--- src/rtl/audio_pkg.sv ---
// Shared definitions for the audio note player.
// Holds the default register addresses, command word field positions,
// status/control bit positions, the player state encoding and small helpers
// used to pack/unpack command and status words.
package audio_pkg;

  // Default word addresses of the command and status/control registers
  localparam logic [31:0] DEF_CMD_ADDR    = 32'd4098;
  localparam logic [31:0] DEF_STATUS_ADDR = 32'd4099;

  // Command word layout: [31:20] duration in ticks, [19:0] half-period in clocks
  localparam int CMD_DUR_MSB  = 31;
  localparam int CMD_DUR_LSB  = 20;
  localparam int CMD_HALF_MSB = 19;
  localparam int CMD_HALF_LSB = 0;
  localparam int DUR_W        = CMD_DUR_MSB - CMD_DUR_LSB + 1;
  localparam int HALF_W       = CMD_HALF_MSB - CMD_HALF_LSB + 1;

  // Status word layout
  localparam int STAT_COUNT_MSB = 7;
  localparam int STAT_COUNT_LSB = 4;
  localparam int STAT_OVF_BIT   = 1;
  localparam int STAT_BUSY_BIT  = 0;

  // Control write bits (store to the status address)
  localparam int CTRL_FLUSH_BIT   = 0;
  localparam int CTRL_CLR_OVF_BIT = 1;

  // Player state encoding
  typedef enum logic [1:0] {
    IDLE = 2'd0,
    LOAD = 2'd1,
    PLAY = 2'd2
  } state_t;

  function automatic logic [DUR_W-1:0] cmd_duration(input logic [31:0] word);
    return word[CMD_DUR_MSB:CMD_DUR_LSB];
  endfunction

  function automatic logic [HALF_W-1:0] cmd_half_period(input logic [31:0] word);
    return word[CMD_HALF_MSB:CMD_HALF_LSB];
  endfunction

  function automatic logic [31:0] status_word(input logic [3:0] count,
                                              input logic       overflow,
                                              input logic       busy);
    logic [31:0] word;
    word = 32'd0;
    word[STAT_COUNT_MSB:STAT_COUNT_LSB] = count;
    word[STAT_OVF_BIT]                  = overflow;
    word[STAT_BUSY_BIT]                 = busy;
    return word;
  endfunction

endpackage

--- src/rtl/cmd_fifo.sv ---
// Command FIFO for the audio note player.
// Ports:
//   clock, reset  - clock and asynchronous active-high reset
//   flush         - synchronous clear of pointers and count (wins over push/pop)
//   push, wdata   - write request; accepted when not full or when popping
//   pop           - read request; ignored when empty
//   rdata         - head entry (valid while not empty)
//   full, empty   - occupancy flags
//   count         - number of stored entries (0..DEPTH)
module cmd_fifo #(
  parameter int DEPTH = 8,
  parameter int WIDTH = 32,
  localparam int AW = $clog2(DEPTH),
  localparam int CW = AW + 1
) (
  input  logic             clock,
  input  logic             reset,
  input  logic             flush,
  input  logic             push,
  input  logic             pop,
  input  logic [WIDTH-1:0] wdata,
  output logic [WIDTH-1:0] rdata,
  output logic             full,
  output logic             empty,
  output logic [CW-1:0]    count
);

  logic [WIDTH-1:0] mem [DEPTH];
  logic [AW-1:0]    wr_ptr;
  logic [AW-1:0]    rd_ptr;
  logic             do_push;
  logic             do_pop;

  assign full  = (count == CW'(DEPTH));
  assign empty = (count == {CW{1'b0}});
  assign rdata = mem[rd_ptr];

  // Qualify requests: a pop frees a slot, so a push into a full FIFO is legal
  // when it coincides with an effective pop.
  always_comb begin
    do_pop  = pop && !empty && !flush;
    do_push = push && (!full || do_pop) && !flush;
  end

  // Pointer and count bookkeeping; pointers wrap naturally (DEPTH is a power of two)
  always_ff @(posedge clock or posedge reset) begin
    if (reset) begin
      wr_ptr <= {AW{1'b0}};
      rd_ptr <= {AW{1'b0}};
      count  <= {CW{1'b0}};
    end else if (flush) begin
      wr_ptr <= {AW{1'b0}};
      rd_ptr <= {AW{1'b0}};
      count  <= {CW{1'b0}};
    end else begin
      if (do_push) begin
        wr_ptr <= wr_ptr + AW'(1);
      end else begin
        wr_ptr <= wr_ptr;
      end
      if (do_pop) begin
        rd_ptr <= rd_ptr + AW'(1);
      end else begin
        rd_ptr <= rd_ptr;
      end
      case ({do_push, do_pop})
        2'b10:   count <= count + CW'(1);
        2'b01:   count <= count - CW'(1);
        default: count <= count;
      endcase
    end
  end

  // Storage array; contents need no reset because count gates visibility
  always_ff @(posedge clock) begin
    if (do_push) begin
      mem[wr_ptr] <= wdata;
    end
  end

endmodule

--- src/rtl/audio_note_player.sv ---
// Memory-mapped square-wave note player.
// A store to CMD_ADDR queues a note command ([31:20] duration in ticks,
// [19:0] half-period in clocks, half-period 0 = rest). Notes are played
// back-to-back from the FIFO. A store to STATUS_ADDR clears overflow (bit 1)
// and/or stops playback and flushes the queue (bit 0).
// Ports:
//   clock, reset - clock and asynchronous active-high reset
//   wEn, addr, dataIn - processor store interface
//   dataOut  - status word while addr==STATUS_ADDR, else 0 (combinational)
//   audioOut - registered square-wave output
//   busy     - player active or commands pending
module audio_note_player
  import audio_pkg::*;
#(
  parameter logic [31:0] CMD_ADDR    = DEF_CMD_ADDR,
  parameter logic [31:0] STATUS_ADDR = DEF_STATUS_ADDR,
  parameter int          FIFO_DEPTH  = 8,
  parameter int          TICK_DIV    = 50000
) (
  input  logic        clock,
  input  logic        reset,
  input  logic        wEn,
  input  logic [31:0] addr,
  input  logic [31:0] dataIn,
  output logic [31:0] dataOut,
  output logic        audioOut,
  output logic        busy
);

  localparam int CW = $clog2(FIFO_DEPTH) + 1;
  localparam int TW = (TICK_DIV > 1) ? $clog2(TICK_DIV) : 1;

  state_t             state;
  state_t             fsm_next;
  state_t             state_next;

  logic               cmd_wr;
  logic               stat_wr;
  logic               flush;
  logic               clr_ovf;
  logic               push_req;
  logic               pop;
  logic               fifo_pop;
  logic               note_end;
  logic               tick_wrap;

  logic [31:0]        fifo_rdata;
  logic               fifo_full;
  logic               fifo_empty;
  logic [CW-1:0]      fifo_count;
  logic [3:0]         count_field;

  logic [31:0]        cmd_word;
  logic [HALF_W-1:0]  half_period;
  logic [DUR_W-1:0]   remaining;
  logic [HALF_W-1:0]  tone_cnt;
  logic [TW-1:0]      tick_cnt;
  logic               audio_level;
  logic               overflow;

  // Bus decode; a flush suppresses any command push in the same cycle
  always_comb begin
    cmd_wr   = wEn && (addr == CMD_ADDR);
    stat_wr  = wEn && (addr == STATUS_ADDR);
    flush    = stat_wr && dataIn[CTRL_FLUSH_BIT];
    clr_ovf  = stat_wr && dataIn[CTRL_CLR_OVF_BIT];
    push_req = cmd_wr && !flush;
  end

  cmd_fifo #(
    .DEPTH (FIFO_DEPTH),
    .WIDTH (32)
  ) u_fifo (
    .clock (clock),
    .reset (reset),
    .flush (flush),
    .push  (push_req),
    .pop   (fifo_pop),
    .wdata (dataIn),
    .rdata (fifo_rdata),
    .full  (fifo_full),
    .empty (fifo_empty),
    .count (fifo_count)
  );

  assign tick_wrap   = (tick_cnt == TW'(TICK_DIV - 1));
  assign state_next  = flush ? IDLE : fsm_next;
  assign fifo_pop    = pop && !flush;
  assign busy        = (state != IDLE) || !fifo_empty;
  assign audioOut    = audio_level;
  assign count_field = 4'(fifo_count);
  assign dataOut     = (addr == STATUS_ADDR) ? status_word(count_field, overflow, busy) : 32'd0;

  // State register
  always_ff @(posedge clock or posedge reset) begin
    if (reset) begin
      state <= IDLE;
    end else begin
      state <= state_next;
    end
  end

  // Next-state and pop decisions; a note ends on the tick that takes the
  // remaining duration from 1 to 0
  always_comb begin
    fsm_next = state;
    pop      = 1'b0;
    note_end = 1'b0;
    case (state)
      IDLE: begin
        if (!fifo_empty) begin
          pop      = 1'b1;
          fsm_next = LOAD;
        end else begin
          fsm_next = IDLE;
        end
      end
      LOAD: begin
        if (cmd_duration(cmd_word) == {DUR_W{1'b0}}) begin
          if (!fifo_empty) begin
            pop      = 1'b1;
            fsm_next = LOAD;
          end else begin
            fsm_next = IDLE;
          end
        end else begin
          fsm_next = PLAY;
        end
      end
      PLAY: begin
        if (tick_wrap && (remaining == DUR_W'(1))) begin
          note_end = 1'b1;
          if (!fifo_empty) begin
            pop      = 1'b1;
            fsm_next = LOAD;
          end else begin
            fsm_next = IDLE;
          end
        end else begin
          fsm_next = PLAY;
        end
      end
      default: begin
        fsm_next = IDLE;
      end
    endcase
  end

  // Sticky overflow: a command push into a full FIFO with no pop is lost
  always_ff @(posedge clock or posedge reset) begin
    if (reset) begin
      overflow <= 1'b0;
    end else if (clr_ovf) begin
      overflow <= 1'b0;
    end else if (push_req && fifo_full && !fifo_pop) begin
      overflow <= 1'b1;
    end else begin
      overflow <= overflow;
    end
  end

  // Note datapath: popped command capture, field latch, tone and tick counters
  always_ff @(posedge clock or posedge reset) begin
    if (reset) begin
      cmd_word    <= 32'd0;
      half_period <= {HALF_W{1'b0}};
      remaining   <= {DUR_W{1'b0}};
      tone_cnt    <= {HALF_W{1'b0}};
      tick_cnt    <= {TW{1'b0}};
      audio_level <= 1'b0;
    end else if (flush) begin
      cmd_word    <= 32'd0;
      half_period <= {HALF_W{1'b0}};
      remaining   <= {DUR_W{1'b0}};
      tone_cnt    <= {HALF_W{1'b0}};
      tick_cnt    <= {TW{1'b0}};
      audio_level <= 1'b0;
    end else begin
      if (fifo_pop) begin
        cmd_word <= fifo_rdata;
      end else begin
        cmd_word <= cmd_word;
      end
      case (state)
        LOAD: begin
          half_period <= cmd_half_period(cmd_word);
          remaining   <= cmd_duration(cmd_word);
          tone_cnt    <= {HALF_W{1'b0}};
          tick_cnt    <= {TW{1'b0}};
          audio_level <= 1'b0;
        end
        PLAY: begin
          // Tone generator; a zero half-period is a rest
          if (half_period == {HALF_W{1'b0}}) begin
            tone_cnt    <= {HALF_W{1'b0}};
            audio_level <= 1'b0;
          end else if (tone_cnt == (half_period - HALF_W'(1))) begin
            tone_cnt    <= {HALF_W{1'b0}};
            audio_level <= ~audio_level;
          end else begin
            tone_cnt    <= tone_cnt + HALF_W'(1);
            audio_level <= audio_level;
          end
          // Duration ticks
          if (tick_wrap) begin
            tick_cnt  <= {TW{1'b0}};
            remaining <= remaining - DUR_W'(1);
          end else begin
            tick_cnt  <= tick_cnt + TW'(1);
            remaining <= remaining;
          end
          // End of note silences the output (overrides a coincident toggle)
          if (note_end) begin
            audio_level <= 1'b0;
          end
        end
        default: begin
          audio_level <= 1'b0;
        end
      endcase
    end
  end

endmodule
--- config.mk ---
export PLATFORM = sky130hd
export DESIGN_NAME = audio_note_player
export DESIGN_NICKNAME = d
export VERILOG_FILES = /design/src/rtl/audio_pkg.sv /design/src/rtl/cmd_fifo.sv /design/src/rtl/audio_note_player.sv
export SDC_FILE = /design/constraint.sdc
export NUM_CORES = 1
export LEC_CHECK = 0
export CAP_MARGIN = 20
export CORE_UTILIZATION = 40
export CTS_CLUSTER_DIAMETER = 150
export CTS_CLUSTER_SIZE = 16
export DETAILED_ROUTE_END_ITERATION = 8
export SLEW_MARGIN = 0
export SYNTH_ARGS = -nofsm -noshare
export SYNTH_HDL_FRONTEND = slang
export SYNTH_SLANG_ARGS = --single-unit
--- constraint.sdc ---
create_clock -name clock -period 11.21 [get_ports clock]
set_input_delay 2.242 -clock clock [delete_from_list [all_inputs] [get_ports clock]]
set_output_delay 2.242 -clock clock [all_outputs]
set_load 0.02 [all_outputs]
# Word level (Yosys, flattened, before mapping)
# Memory sizes are Yosys's and may differ from the RTL's.
# Cells that the tools add are included.
[totals] ff_bits=114 mem_bits_rw=256 input_bits=67 out_inout_bits=34 elab_cells=106 n_memories=1
[memory_table] memory="u_fifo.mem" words=8 width=32 rd=1 rd_ports_with_merged_regs=0 write_ports=1 line="cmd_fifo.sv:28" text="logic [WIDTH-1:0] mem [DEPTH];"
[op_classes] addsub=8 n_eq_ne=12 n_mux=41 n_bitwise=1 n_reduce_logical=32
[op_table] operator="2-to-1 mux 20 bit" n=5
[op_table] operator="== test 32 x 13 -> 1 bit, second input constant" n=2
[op_table] operator="2-to-1 mux 32 bit" n=2
[op_table] operator="one-hot mux 20 bit (2 select lines)" n=1
[op_table] operator="2-to-1 mux 16 bit" n=2
[op_table] operator="one-hot mux 16 bit (2 select lines)" n=1
[op_table] operator="2-to-1 mux 12 bit" n=2
[op_table] operator="one-hot mux 12 bit (2 select lines)" n=1
[op_table] operator="adder 20 x 1 -> 20 bit, second input constant" n=1
[op_table] operator="== test 20 bit" n=1
[op_table] operator="logical NOT 20 bit" n=1
[op_table] operator="subtractor 20 x 1 -> 20 bit, second input constant" n=1
[op_table] operator="adder 16 x 1 -> 16 bit, second input constant" n=1
[op_table] operator="== test 16 bit, second input constant" n=1
[op_table] operator="2-to-1 mux 1 bit" n=15
[op_table] operator="logical AND 1 bit" n=13
[op_table] operator="== test 12 x 1 -> 1 bit, second input constant" n=1
[op_table] operator="logical NOT 12 bit" n=1
[op_table] operator="2-to-1 mux 3 bit" n=4
[op_table] operator="nonzero test 2 bit" n=6
[op_table] operator="subtractor 12 x 1 -> 12 bit, second input constant" n=1
[op_table] operator="2-to-1 mux 8 bit" n=1
[op_table] operator="one-hot mux 4 bit (2 select lines)" n=1
[op_table] operator="adder 3 x 1 -> 3 bit, second input constant" n=2
[op_table] operator="other kinds (18)" n=27

# Logic depth before layout (Yosys ltp)
# Gate-level depths: netlist of the first run.
[logic_depth] ltp_word=13 depth_mapped=14 mapped_depth_nobuf=14

# Cells and area by module
# Synthesis of the first run repeated with hierarchy kept, for this count alone.
[hier_totals] cells_unflattened=1107 area_unflattened_um2=16374.5
[by_module_without_submodules] mod="cmd_fifo" n_inst=1 cells_per_inst=451 area_per_inst_um2=10362.4 seq_area_each_um2=7937.6
[by_module_without_submodules] mod="audio_note_player" n_inst=1 cells_per_inst=656 area_per_inst_um2=6012.0 seq_area_each_um2=2602.5

# Worst setup path before layout of the first run
# No wires, ideal clock.
[synth_path] path_type="input-to-reg" start="input port addr[31]" end="memory u_fifo.mem[1][0] (enable)" setup_ns=0.461 t_arrival_ns=5.914 required_ns=10.749 slack_ns=4.835 cell_stages=8 n_path_buf=1 path_cell_list="nor4b_1 > nand4_1 > nor2_1 > and3b_1 > clkbuf_1 > o21a_1 > nand2_1 > nor3_1"
[synth_via] elab_chain_len=12 elab_cells_between_ends=15 cone_classes="2 x eq/ne; 2 x mux; 11 x reduce/logical"
[synth_lines] element="start: declaration" line="audio_note_player.sv:23" text="input logic [31:0] addr,"
[synth_lines] element="== test 32 x 13 -> 1 bit" line="audio_note_player.sv:64" text="stat_wr = wEn && (addr == STATUS_ADDR);"
[synth_lines] element="logical AND 1 bit" line="audio_note_player.sv:64"
[synth_lines] element="logical AND 1 bit" line="audio_note_player.sv:65" text="flush = stat_wr && dataIn[CTRL_FLUSH_BIT];"
[synth_lines] element="logical NOT 1 bit"
[synth_lines] element="logical AND 1 bit" line="audio_note_player.sv:88" text="assign fifo_pop = pop && !flush;"
[synth_lines] element="logical AND 1 bit (2 in series)" line="cmd_fifo.sv:41" text="do_pop = pop && !empty && !flush;"
[synth_lines] element="logical OR 1 bit" line="cmd_fifo.sv:42" text="do_push = push && (!full || do_pop) && !flush;"
[synth_lines] element="logical AND 1 bit" line="cmd_fifo.sv:42"
[synth_lines] element="logical AND 1 bit *" line="cmd_fifo.sv:42"
[synth_lines] element="2-to-1 mux 1 bit *" line="cmd_fifo.sv:76" text="if (do_push) begin"
[synth_lines] element="2-to-1 mux 1 bit (not written as such) *" line="cmd_fifo.sv:77" text="mem[wr_ptr] <= wdata;"
[synth_lines] element="end: declaration" line="cmd_fifo.sv:28"
# Mark *: on every way between the ends. The rest lies on a longest branch, timed or not.

# Worst setup path after layout of the first run
[layout_path] start="input port addr[31]" end="output port dataOut[1]"
[layout_via] elab_chain_len=2
[layout_lines] element="== test 32 x 13 -> 1 bit" line="audio_note_player.sv:92" text="assign dataOut = (addr == STATUS_ADDR) ? status_word(count_field, overflow, busy) : 32'd0;"
[layout_lines] element="2-to-1 mux 8 bit" line="audio_note_player.sv:92"
[layout_lines] element="end: declaration" line="audio_note_player.sv:25" text="output logic [31:0] dataOut,"
# Every way passes these cells.

==> qor.yml, run 1 <==
power:
  ir_drop_mv: 0.0961
  clock_power_share_pct: 35.2
  p_sw_w: 0.000555
  p_per_area_nw_per_um2: 141
  p_total_w: 0.00259
  switching_share_pct: 21.5
  internal-power_w: 0.00203
  seqPwrFrac_pct: 60.1
  leakage_nw: 6.48
  power_frac_comb_pct: 4.7
setup_path:
  end_kind: "output port"
  crit_type: "in -> out"
  cp-startpoint: "addr[31]"
  crit_arrival_ps: 4620
  cp.required_ps: 8970
  r2r-start: "tick_cnt[5]"
  path_max_fanout: 10
  start_kind: "input port"
synthesis:
  netlist_instances: 1138
  synthFlopType: "edfxtp_1"
  synth.distinct_cells: 67
  synth_edf_count: 256
  synthArstFlopShare_pct: 30.8
  ys_warn_count: 0
  syn_area_sq_um: 16300
  ys_ff_latch: 370
  yosysSeqAreaShare_pct: 64.5
  avgSynthCellArea_sq_um: 14.4
timing:
  hold_viol: 0
  finalCritPeriodShare_pct: 61.2
  rsz0062_at_grt: "no"
  postLayoutSetupSlackWorst_ps: 4350
  fmax_ghz: 0.146
  slew_headroom_pct: 34.7
  drv_slew: 0
  fin_crit_ps: 6860
  skew_ps: 20.2
  tns_ps: 0
  finalSetupViolCount: 0
  tightest_slew_ps: 980
placement:
  postPlaceCellArea_sq_um: 17600
  place_ws_ps: 4250
  gp_congestion: 0.844
  numPortBuffers: 74
  dpl.hpwl_mm: 19.9
layout:
  num-fill-cells: 3553
  multi_input_area_sq_um: 5460
  final_nets: 1283
  syn2layout_area_growth_pct: 12.6
  seqCellArea_sq_um: 10500
  final_cell_mix: "edfxtp_1 (256), dfrtp_1 (111), nor2_1 (99)"
  design_area_sq_um: 18400
  final_common_cell: "edfxtp_1"
  insertedDiodeCount: 0
  drive_gt1_share_pct: 11.6
drt:
  viasPerCell: 5.38
  ant_nets: 0
  via_count: 9384
  drc: 0
  wire_per_inst_um: 18.6
  routed_wl_mm: 32.5
  dr.pass1.iters: 5
  first_iter_violations: 616
clocking:
  cts.sinks: 370
  clk_pin_slew_ps: 70
  cts_tree: "built"
  clk_latency_ps: 560
  ctsRootBufferMaster: "clkbuf_16"
  h-tree-depth: 1
  cts-resized-gates: 0
  cts_hold_buffers: 0
  cts_setup_buffers: 0
  cts_buffer_depth: 3
  cts_inserted_buffers: 27
floorplanning:
  num_io_pins: 101
  start_util_pct: 40.8
  die-area_sq_um: 41700
  die_h_um: 204
  rows: 73
  die_w_um: 204
  core_area_sq_um: 40000
global_route:
  overflow: 0
  antenna_found_initial: 1
  grt_usage_pct: 15.9
  grt_pass1_wl_mm: 52.3
  grt_max_degree: 79
  grt_pass1_vias: 9225
min_path:
  min_from: "tick_cnt[15]"
  worstHoldPathType: "reg -> reg"
outcome:
  status: "finished clean"
job:
  maxCapViolations: 0
-- worst max-delay path: stages --
cell	delay, ps
clkdlybuf4s50_1	410
nor4b_1	440
nand4_1	250
nor2_1	450
and3_1	230
clkdlybuf4s50_1	610
-- synth_stat cells (3+ instances only) --
cell      instances  share of area (%)
edfxtp_1        256                 47
dfrtp_1         114                 17
nor2_1          105                2.4
nand2_1          68                1.6
mux4_2           64                8.8
mux2i_1          58                3.6
o21ai_0          56                1.7
clkbuf_1         39               0.90
a211oi_1         36                1.7
nand3_1          29               0.89
buf_4            26                1.2
and3_1           21               0.80
xnor2_1          20                1.1
a31oi_1          19               0.73
inv_1            18               0.41
xor2_1           17               0.91
nor4_1           16               0.61
a21oi_1          15               0.46
nor3_1           15               0.46
ha_1             14                1.1
nand4_1          12               0.46
buf_1            10               0.23
buf_2             8               0.25
nand2b_1          8               0.31
or3_1             8               0.31
nor2b_1           6               0.23
o31ai_1           6               0.28
and2_1            5               0.19
o211ai_1          5               0.23
a41oi_1           4               0.21
nor4_4            4               0.52
a21o_1            3               0.14
a22oi_1           3               0.14
nand3b_1          3               0.14
nor3b_1           3               0.14
o21a_1            3               0.14
or2_2             3               0.11
-- per-stage QoR --
stage / hold WS, ps / util, % / std cells
floorplan: 443 / - / 1163
global placement: 478 / 44.1 / 1697
detailed placement: 475 / 44.1 / 1697
CTS: 489 / 46.0 / 1745
global route: 516 / 46.0 / 1745
finish: 480 / 46.0 / 1745
-- cell families (layout without fill, tap and decap cells) --
group,count (synthesis),count (layout),synth area share [%]
flip-flops,370,370,64.5
AND/OR/NAND/NOR,321,321,9.98
AO/OA/AOI/OAI,169,169,6.83
multiplexers,122,122,12.4
buffers and inverters,103,160,3.12
XOR/XNOR,37,37,1.98
adder cells (fa/ha/maj),15,15,1.19
other,1,26,0.0229
-- routing by layer --
| metal | part of all wire (%) | routed length (um) | GRT usage [%] | up-vias |
|---|---|---|---|---|
| li1 | - | - | - | 4437 |
| met4 | 1.4 | 468 | 3.17 | 2 |
| met3 | 3.7 | 1190 | 2.20 | 38 |
| met2 | 48 | 15400 | 25.9 | 167 |
| met5 | 0.052 | 17 | 0 | - |
| met1 | 47 | 15400 | 22.8 | 4740 |
-- flip-flops by register name (all words and copies together) (netlist names) --
signal and flops:
audioOut 1, cmd_word 32, half_period 20, overflow 1, remaining 12, state 2, tick_cnt 16, tone_cnt 20
u_fifo.count 4, u_fifo.mem 256, u_fifo.rd_ptr 3, u_fifo.wr_ptr 3
-- area by class of cell --
class | count | share of cell area (%)
inverters | 18 | 0.381
well taps | 525 | 3.57
multi-input cells | 690 | 29.7
clock inverters | 2 | 0.136
clock buffers | 46 | 4.06
flip-flops and latches | 370 | 57.3
repair buffers | 94 | 4.84
-- power groups by stage --
| stage | sequential, W | clock, W | combinational (W) |
|---|---|---|---|
| floorplan | 0.00157 | 0 | 0.0000832 |
| global placement | 0.00158 | 0 | 0.000118 |
| detailed placement | 0.00159 | 0 | 0.000122 |
| CTS | 0.00156 | 0.000938 | 0.000123 |
| global route | 0.00156 | 0.000987 | 0.000140 |
| finish | 0.00155 | 0.000911 | 0.000121 |
-- worst paths after layout --
path                                    end  slack, ps  depth (start not counted)
max                              dataOut[1]       4350                          6
min                            tick_cnt[15]        480                          1
max reg2reg                 u_fifo.count[3]       7070                         14
min reg2reg                    tick_cnt[15]        480                          1
max in group asynchronous  u_fifo.rd_ptr[0]       7710                          3
min in group asynchronous       tick_cnt[8]       2100                          2
Note: power is estimated with default switching activity, not from simulation.
==> run 2: changes to the inputs <==
Clock period 11.21 ns to 5.9 ns, I/O delays scaled along.
==> qor.yml, run 2 (synthesis gave the netlist of run 1 again) <==
clocking:
  cts_tree: "built"  # unchanged
  h-tree-depth: 1  # unchanged
  ctsRootBufferMaster: "clkbuf_16"  # unchanged
  cts_setup_buffers: 0  # unchanged
  cts-resized-gates: 0  # unchanged
  cts_hold_buffers: 0  # unchanged
  cts_buffer_depth: 3  # unchanged
  clk_latency_ps: 560  # about the same
  clk_pin_slew_ps: 70  # about the same
  cts_inserted_buffers: 27  # unchanged
  cts.sinks: 370  # unchanged
floorplanning:
  rows: 73  # unchanged
  die_h_um: 204  # unchanged
  num_io_pins: 101  # unchanged
  start_util_pct: 40.8  # unchanged
  die_w_um: 204  # unchanged
  core_area_sq_um: 40000  # unchanged
  die-area_sq_um: 41700  # unchanged
timing:
  finalCritPeriodShare_pct: 79.7
  tns_ps: 0  # unchanged
  drv_slew: 0  # unchanged
  hold_viol: 0  # unchanged
  tightest_slew_ps: 1000  # was 980 ps
  skew_ps: 27.3  # was 20.2 ps
  fin_crit_ps: 4700
  postLayoutSetupSlackWorst_ps: 1200  # was 4350 ps
  fmax_ghz: 0.213
  slew_headroom_pct: 32.7  # was 34.7%
  rsz0062_at_grt: "no"  # unchanged
  finalSetupViolCount: 0  # unchanged
drt:
  wire_per_inst_um: 18.7  # was 18.6 um
  ant_nets: 0  # unchanged
  first_iter_violations: 553  # was 616
  drc: 0  # unchanged
  routed_wl_mm: 32.5  # about the same
  viasPerCell: 5.31  # was 5.38
  via_count: 9256  # was 9384
  dr.pass1.iters: 6  # was 5
power:
  leakage_nw: 6.49  # was 6.48 nW
  ir_drop_mv: 0.165  # was 0.0961 mV
  p_per_area_nw_per_um2: 267  # was 141 nW/um^2
layout:
  drive_gt1_share_pct: 11.7  # was 11.6%
  final_nets: 1282  # was 1283
  syn2layout_area_growth_pct: 12.7  # was 12.6%
  final_cell_mix: "edfxtp_1 (256), dfrtp_1 (111), nor2_1 (98)"  # was edfxtp_1 (256), dfrtp_1 (111), nor2_1 (99)
  final_common_cell: "edfxtp_1"  # unchanged
  biggestRegsByFlops: "u_fifo.mem (256), cmd_word (32)"  # unchanged
  insertedDiodeCount: 0  # unchanged
  regMostFlops: "u_fifo.mem"  # unchanged
  largest_reg_flops: 256  # unchanged
setup_path:
  end_kind: "output port"  # unchanged
  cpMostUsedCell: "clkdlybuf4s50_1"  # unchanged
  start_kind: "input port"  # unchanged
  cp.required_ps: 4720  # was 8970 ps
  max_stage_delay_ps: 600  # was 610 ps
  cp_slowest_cell: "clkdlybuf4s50_1"  # unchanged
  crit_type: "in -> out"  # unchanged
  worstPathCellList: "clkdlybuf4s50_1, nor4b_1, nand4_1, nor2_1, and3_1, clkdlybuf4s50_1"  # unchanged
  crit_arrival_ps: 3520  # was 4620 ps
  path_max_fanout: 10  # unchanged
global_route:
  grt_max_degree: 69  # was 79
  met1_usage_pct: 23.4  # was 22.8%
  grtUsageMet3_pct: 1.69  # was 2.20%
  busiest_layer: "met2"  # unchanged
  grt_pass1_vias: 9215  # was 9225
  grt_pass1_wl_mm: 52.4  # was 52.3 mm
  overflow: 0  # unchanged
  antenna_found_initial: 0  # was 1
  grt_usage_pct: 15.9  # about the same
  met2_usage_pct: 25.6  # was 25.9%
placement:
  place_ws_ps: 1100  # was 4250 ps
  gp_congestion: 0.859  # was 0.844
  dpl.hpwl_mm: 20.5  # was 19.9 mm
  numPortBuffers: 74  # unchanged
min_path:
  worstHoldPathType: "reg -> reg"  # unchanged
outcome:
  status: "finished clean"  # unchanged
job:
  maxCapViolations: 0  # unchanged
## run 2: changes by cell type in the layout (fill, tap and decap cells not counted)
cell	delta
clkbuf_1	-1
inv_16	+1
buf_12	+2
inv_6	-1
nor2_1	-1
nor2_2	+1
buf_4	-3
## run 2: path summary, 6_finish.rpt
check,start,end,slack (ps),cells past startpoint
setup reg to reg,tick_cnt[5],u_fifo.mem[2][6],2210,8
hold / removal,tick_cnt[15],tick_cnt[15],490,1
setup / recovery,addr[31],dataOut[7],1200,6
max in group asynchronous,reset,u_fifo.rd_ptr[0],3870,3
min in group asynchronous,reset,tone_cnt[18],1030,2
hold reg to reg,tick_cnt[15],tick_cnt[15],490,1
## run 2: critical path: cells and delay by family
kind / cells / cell delay [ps]
and+or+nand+nor: 4 / 1340
buffers and inverters: 2 / 1000
## run 2: cell type report
type / instances / area (sq um)
Clock buffer: 45 / 743
Clock inverter: 2 / 36.3
Fill cell: 3565 / 21600
Inverter: 18 / 70.1
Multi-Input combinational cell: 690 / 5460
Sequential cell: 370 / 10500
Tap cell: 525 / 657
Timing Repair Buffer: 93 / 908
## run 2: stage by stage
step	instance area [sq um]	total power [W]	cells	hold WS, ps	util, %
detailed placement	17600	0.00325	1696	477	44.1
CTS	18400	0.00497	1743	494	46.1
finish	18400	0.00492	1743	488	46.1
global placement	17600	0.00323	1696	476	44.1
floorplan	16400	0.00314	1163	443	-
global route	18400	0.00511	1743	524	46.1
## run 2: power breakdown
part           switching [W]  internal (W)  total, W
Clock               0.000869      0.000868   0.00174
Sequential         0.0000769       0.00288   0.00296
Combinational       0.000113      0.000116  0.000229
## run 2: layer usage
layer / vias up / part of all wire [%]
met5: - / 0
met4: 0 / 1.8
met3: 44 / 3.4
met2: 158 / 47
met1: 4633 / 48
li1: 4421 / -
